**src/rtl/pipe_pkg.sv**
```systemverilog
// pipe_pkg: shared default widths and control-bundle bit positions for pipeline stage registers
package pipe_pkg;
  localparam int CTRL_W_DEF = 3;
  localparam int DATA_W_DEF = 32;
  localparam int CNT_W_DEF = 16;
  localparam int REG_WRITE = 0;
  localparam int MEM_WRITE = 1;
  localparam int MEM_TO_REG = 2;
endpackage

```
**src/rtl/pipe_entry.sv**
```systemverilog
// pipe_entry: one valid+ctrl+data holding register with load enable and valid clear
module pipe_entry
  import pipe_pkg::*;
#(
  parameter int CTRL_W = CTRL_W_DEF,
  parameter int DATA_W = DATA_W_DEF
) (
  input  logic              clk,
  input  logic              reset,
  input  logic              load,
  input  logic              clear,
  input  logic [CTRL_W-1:0] in_ctrl,
  input  logic [DATA_W-1:0] in_data,
  output logic              valid,
  output logic [CTRL_W-1:0] ctrl,
  output logic [DATA_W-1:0] data
);
  logic              valid_q = 1'b0;
  logic [CTRL_W-1:0] ctrl_q = '0;
  logic [DATA_W-1:0] data_q = '0;
  // clear beats load so a kill never lets a new entry slip in; payload holds unless loaded
  always_ff @(posedge clk) begin
    if (!reset) begin
      valid_q <= 1'b0;
      ctrl_q  <= '0;
      data_q  <= '0;
    end else if (clear) begin
      valid_q <= 1'b0;
    end else if (load) begin
      valid_q <= 1'b1;
      ctrl_q  <= in_ctrl;
      data_q  <= in_data;
    end
  end
  assign valid = valid_q;
  assign ctrl  = ctrl_q;
  assign data  = data_q;
endmodule

```
**src/rtl/pipe_stage_reg.sv**
```systemverilog
// pipe_stage_reg: two-entry skid-buffered pipeline register with flush and saturating stall counter
module pipe_stage_reg
  import pipe_pkg::*;
#(
  parameter int CTRL_W = CTRL_W_DEF,
  parameter int DATA_W = DATA_W_DEF,
  parameter int CNT_W  = CNT_W_DEF
) (
  input  logic              clk,
  input  logic              reset,
  input  logic              in_valid,
  output logic              in_ready,
  input  logic [CTRL_W-1:0] in_ctrl,
  input  logic [DATA_W-1:0] in_data,
  output logic              out_valid,
  input  logic              out_ready,
  output logic [CTRL_W-1:0] out_ctrl,
  output logic [DATA_W-1:0] out_data,
  input  logic              flush,
  output logic [CNT_W-1:0]  stall_count
);
  logic              main_valid, skid_valid;
  logic [CTRL_W-1:0] main_ctrl, skid_ctrl, main_src_ctrl;
  logic [DATA_W-1:0] main_data, skid_data, main_src_data;
  logic              accept, consume;
  logic              main_load, main_clear, skid_load, skid_clear;
  logic [CNT_W-1:0]  cnt = '0;
  // transfer decisions; in_ready comes only from skid state so out_ready never reaches it
  always_comb begin
    in_ready      = !skid_valid;
    accept        = in_valid && !skid_valid && !flush;
    consume       = main_valid && out_ready;
    main_load     = (consume && skid_valid) || (accept && (!main_valid || consume));
    main_clear    = flush || (consume && !skid_valid && !accept);
    skid_load     = accept && main_valid && !consume;
    skid_clear    = flush || (consume && skid_valid);
    main_src_ctrl = skid_valid ? skid_ctrl : in_ctrl;
    main_src_data = skid_valid ? skid_data : in_data;
  end
  pipe_entry #(.CTRL_W(CTRL_W), .DATA_W(DATA_W)) u_main (
    .clk(clk), .reset(reset), .load(main_load), .clear(main_clear),
    .in_ctrl(main_src_ctrl), .in_data(main_src_data),
    .valid(main_valid), .ctrl(main_ctrl), .data(main_data)
  );
  pipe_entry #(.CTRL_W(CTRL_W), .DATA_W(DATA_W)) u_skid (
    .clk(clk), .reset(reset), .load(skid_load), .clear(skid_clear),
    .in_ctrl(in_ctrl), .in_data(in_data),
    .valid(skid_valid), .ctrl(skid_ctrl), .data(skid_data)
  );
  // count backpressured cycles, sticking at all-ones; flush leaves it alone
  always_ff @(posedge clk) begin
    if (!reset) cnt <= '0;
    else if (main_valid && !out_ready && cnt != '1) cnt <= cnt + CNT_W'(1);
  end
  assign out_valid   = main_valid;
  assign out_ctrl    = main_valid ? main_ctrl : '0;
  assign out_data    = main_data;
  assign stall_count = cnt;
endmodule

```
**config.mk**
```make
export PLATFORM = sky130hd
export DESIGN_NAME = pipe_stage_reg
export DESIGN_NICKNAME = d
export VERILOG_FILES = /design/src/rtl/pipe_pkg.sv /design/src/rtl/pipe_entry.sv /design/src/rtl/pipe_stage_reg.sv
export SDC_FILE = /design/constraint.sdc
export NUM_CORES = 1
export LEC_CHECK = 0
export BUFFER_PORTS_ARGS = -buffer_cell sky130_fd_sc_hd__buf_2
export CORE_MARGIN = 5
export CORE_UTILIZATION = 40
export DETAILED_ROUTE_END_ITERATION = 16
export GPL_TIMING_DRIVEN = 1
export SLEW_MARGIN = 10
export SYNTH_ARGS = -nofsm -noshare
export SYNTH_HDL_FRONTEND = slang
export SYNTH_HIERARCHICAL = 1
export SYNTH_SLANG_ARGS = --single-unit
```
**constraint.sdc**
```tcl
create_clock -name clk -period 2.2 [get_ports clk]
set_input_delay 0.22 -clock clk [delete_from_list [all_inputs] [get_ports clk]]
set_output_delay 0.22 -clock clk [all_outputs]
set_load 0.005 [all_outputs]
```
# Word-level counts from Yosys, hierarchy flattened
# Cells that the tools add are included.
[op_classes] bitwise=3 n_mux=3 eq_ne=1 add_sub_neg=1 n_reduce_logical=25
[op_table] operator="32-bit two-way mux" n=1
[op_table] operator="16-bit by 1-bit adder with 16-bit output (second input constant)" n=1
[op_table] operator="16-bit != test (second input constant)" n=1
[op_table] operator="1-bit logical AND" n=11
[op_table] operator="1-bit zero test" n=6
[op_table] operator="3-bit two-way mux" n=2
[op_table] operator="1-bit logical OR" n=4
[op_table] operator="2-bit AND reduction" n=2
[op_table] operator="2-bit OR reduction" n=2
[op_table] operator="1-bit inverter" n=3
[word_totals] output_inout_bits=53 ff_bits=88 word_cells=40 inputBits=40

# Longest topological paths before layout
[depth] ltp_word=8 depth_mapped=8 mapped_depth_nobuf=5

# Hierarchy
# The synthesis kept the hierarchy.
[by_module_without_submodules] mod="pipe_entry" instances=2 cells_each=156 area_each_um2=1478.9
[by_module_without_submodules] mod="pipe_stage_reg" instances=1 cells_each=148 area_each_um2=1322.5

# Least setup slack after synthesis
# Ideal clock, no wire load.
[synth_path] path_type="register to register" startpoint="register cnt[0] (netlist: stall_count[0])" endpoint="register cnt[1] (netlist: stall_count[1])" t_arrival_ps=1662 path_stages_with_launch=8 setup_ps=128 path_buffers=2 setup_slack_ps=411 cell_sequence="dfxtp_1 -> ha_1 -> nand4_2 -> o41ai_2 -> buf_6 -> buf_12 -> mux2i_1 -> nor2_1"
[synth_via] elab_chain_cells=2 word_cells_on_any_way=3
[synth_lines] element="start: declaration" line_no="pipe_stage_reg.sv:27" rtl="logic [CNT_W-1:0] cnt = '0;"
[synth_lines] element="start signal: assignment" line_no="pipe_stage_reg.sv:53" rtl="else if (main_valid && !out_ready && cnt != '1) cnt <= cnt + CNT_W'(1);"
[synth_lines] element="branches (longest 2 deep; another with 16-bit by 1-bit adder with 16-bit output)"
# Parallel ways; which one is timed is not known.
# A chain may end at the register's enable or synchronous reset.

# Worst setup path after layout
[layout_path] startpoint="register cnt[0] (netlist: stall_count[0])" endpoint="register cnt[8] (netlist: stall_count[8])"
# The elaborated chain is that of the path after synthesis.

==> impl_metrics.toml <==
[synthesis]
syn_inst = 460
synth.top_cell.area_share_pct = 41.16
synth_cell_types = 36
synth-seq-cells = 88
syn_area_um2 = 4280
yosysSeqAreaShare_pct = 41.16
synth_warnings = 6
synthTopCellsByArea = "dfxtp_1, mux2i_1, nand2_1, mux2_2, buf_12"
ys_top_cells_by_count = "nand2_1, dfxtp_1, mux2i_1"
synthFlopType = "dfxtp_1"
synthArstFlopShare_pct = 0
synthesis.nets = 501
synth_edf_count = 0
yosysTopAreaCell = "dfxtp_1"
synth_most_common_cell = "nand2_1"
avgSynthCellArea_um2 = 9.305

[setup_path]
crit_path_start = "stall_count[0]"
cp-start-kind = "register"
cp_data_required_time_ns = 2.47
r2r_start = "stall_count[0]"
criticalPathCategory = "register to register"
worstPathMaxFanout = 6
end_kind = "register"
critPathArrivalTime_ns = 2.16

[routing]
dr.pass1.iters = 4
ant_nets = 0
avgRoutedWirePerCell_um = 13.54
drc = 0
drt_wl_total_um = 9208
via_count = 3312
drtIter0Drc = 171
vias_per_cell = 4.871

[global_route]
grt_use_met3_pct = 5.093
grt.busiest_layer = "met2"
grt_overflow = 0
track_usage_pct = 14.43
grt_max_degree = 57
antenna_found_initial = 1
first_global_vias = 3288
grt_use_met2_pct = 23.34
use_met1_pct = 18.27
grt_pass1_wl_um = 15400

[sta]
finalSetupTns_ns = 0
fin_crit_ns = 1.886
max_slew_margin_pct = 67.64
grt_setup_unrepaired = "false"
setup_viol = 0
min_period_over_period_pct = 85.71
slew_violations = 0
fmax_mhz = 530.3
skew_ns = 0.01064
worstMarginPinSlew_ns = 0.4854
hold_viol_final = 0

[die]
die_x_um = 113.4
num_io_pins = 93
start_util_pct = 41.28
core-area_um2 = 10370
rows = 37
die_height_um = 113.4
die-area_um2 = 12870

[clock_tree]
cts-hold-fix-buffers = 0
clk_latency_ns = 0.35
cts_root_buf = "clkbuf_8"
clk_path_buf_depth = 2
cts-buffers-inserted = 9
post-cts-setup-buffers = 0
cts_tree = "done"
path_clk_slew_ns = 0.09
htreeDepth = 3
post_cts_resize_count = 0
cts_sinks = 88

[layout]
area_delta_synth_final_pct = 15.52
layout.nets = 580
drive_above_1_share_pct = 29.41
nFillCells = 1023
insertedDiodeCount = 0
utilization_pct = 47.68

[job]
maxCapViolCount = 0

[power]
peakVddDrop_uv = 473.9
seqPwrFrac_pct = 51.8
power_density_nw_per_um2 = 636.7
p_comb_share_pct = 7.9
power_mw = 3.148
sw_frac_of_total_pct = 23.47
clkPwrFrac_pct = 40.3
intPower_mw = 2.409
switchingPower_mw = 0.7389
power.leakage_nw = 1.954

[placed_design]
gp_congestion = 0.7773
dpl.hpwl_um = 6314
portBuffers = 92

[min_path]
hp-class = "input pin to register"
min-delay-start = "in_data[5]"

[run_status]
status = "finished clean"
==> metal layers <==
metal / vias up / part of all wire, %
li1: 1716 / -
met1: 1524 / 48
met2: 60 / 45
met3: 10 / 5.7
met4: 2 / 1.0
met5: - / 0.17
==> through the flow <==
stage	std cells	hold slack [ns]	setup slack, ns	cell area (um2)
after floorplan	460	0.3512	0.4106	4280
after global placement	664	0.4385	0.4231	4715
after detailed placement	664	0.4430	0.3739	4715
after CTS	680	0.09872	0.3232	4945
after global routing	680	0.09164	0.1655	4945
final	680	0.1167	0.3143	4945
==> cell families (layout without fill, tap and decap cells) <==
| kind of cell | after synthesis | count (layout) | share of synthesized area [%] |
|---|---|---|---|
| simple gates | 199 | 199 | 20.72 |
| mux | 109 | 109 | 26.51 |
| flops | 88 | 88 | 41.16 |
| buf+inv | 36 | 120 | 7.220 |
| compound gates | 26 | 26 | 3.888 |
| fa+ha+maj | 1 | 1 | 0.2923 |
| xor+xnor | 1 | 1 | 0.2047 |
==> state kept, by name, summed over array words and instances (netlist names) <==
| signal | cells |
|---|---|
| u_main/data | 32 |
| u_skid/data | 32 |
| stall_count | 16 |
| u_main/ctrl | 3 |
| u_skid/ctrl | 3 |
| u_main/valid | 1 |
| u_skid/valid | 1 |
==> critical path, stage by stage (launching register included) <==
cell     delay (ns)
dfxtp_1        0.43
ha_1           0.26
and4_1         0.23
nand4_1        0.21
or4_1          0.53
a21oi_1        0.14
==> layout make-up <==
cell class	instances	area (um2)	area share [%]
flip-flops and latches	88	1763	35.65
well taps	136	170.2	3.441
inverters	5	18.77	0.3796
repair buffers	99	553.0	11.18
clock buffers	10	137.6	2.783
clock inverters	6	92.59	1.872
multi-input cells	336	2210	44.69
==> placed cells by master, fill, tap and decap left out, types with 3 or more instances in the layout <==
master	n
a21oi_1	11
and2_1	4
buf_12	3
buf_2	91
buf_4	5
clkbuf_8	10
dfxtp_1	87
inv_1	5
mux2_2	35
mux2i_1	74
nand2_1	149
nand2b_1	3
nand3_1	6
nand4_1	4
nor2_1	6
nor3b_1	3
nor4_1	4
o21ai_1	5
o31ai_1	4
or3_1	6
or4_1	4
==> power groups by stage <==
stage	sequential (mW)	combinational, mW	clock (mW)
finish	1.63	0.248	1.27
CTS	1.63	0.253	1.32
floorplan	1.67	0.168	0
detailed placement	1.67	0.252	0
global route	1.64	0.278	1.39
global placement	1.67	0.245	0
==> final timing paths <==
path | endpoint | slack (ns) | cells past startpoint
worst max register to register | stall_count[8] | 0.31 | 5
worst min-delay path | u_skid/data[5] | 0.12 | 3
worst max-delay path | stall_count[8] | 0.31 | 5
worst min register to register | u_main/data[29] | 0.46 | 2
Power figures use the tool's default switching activity.
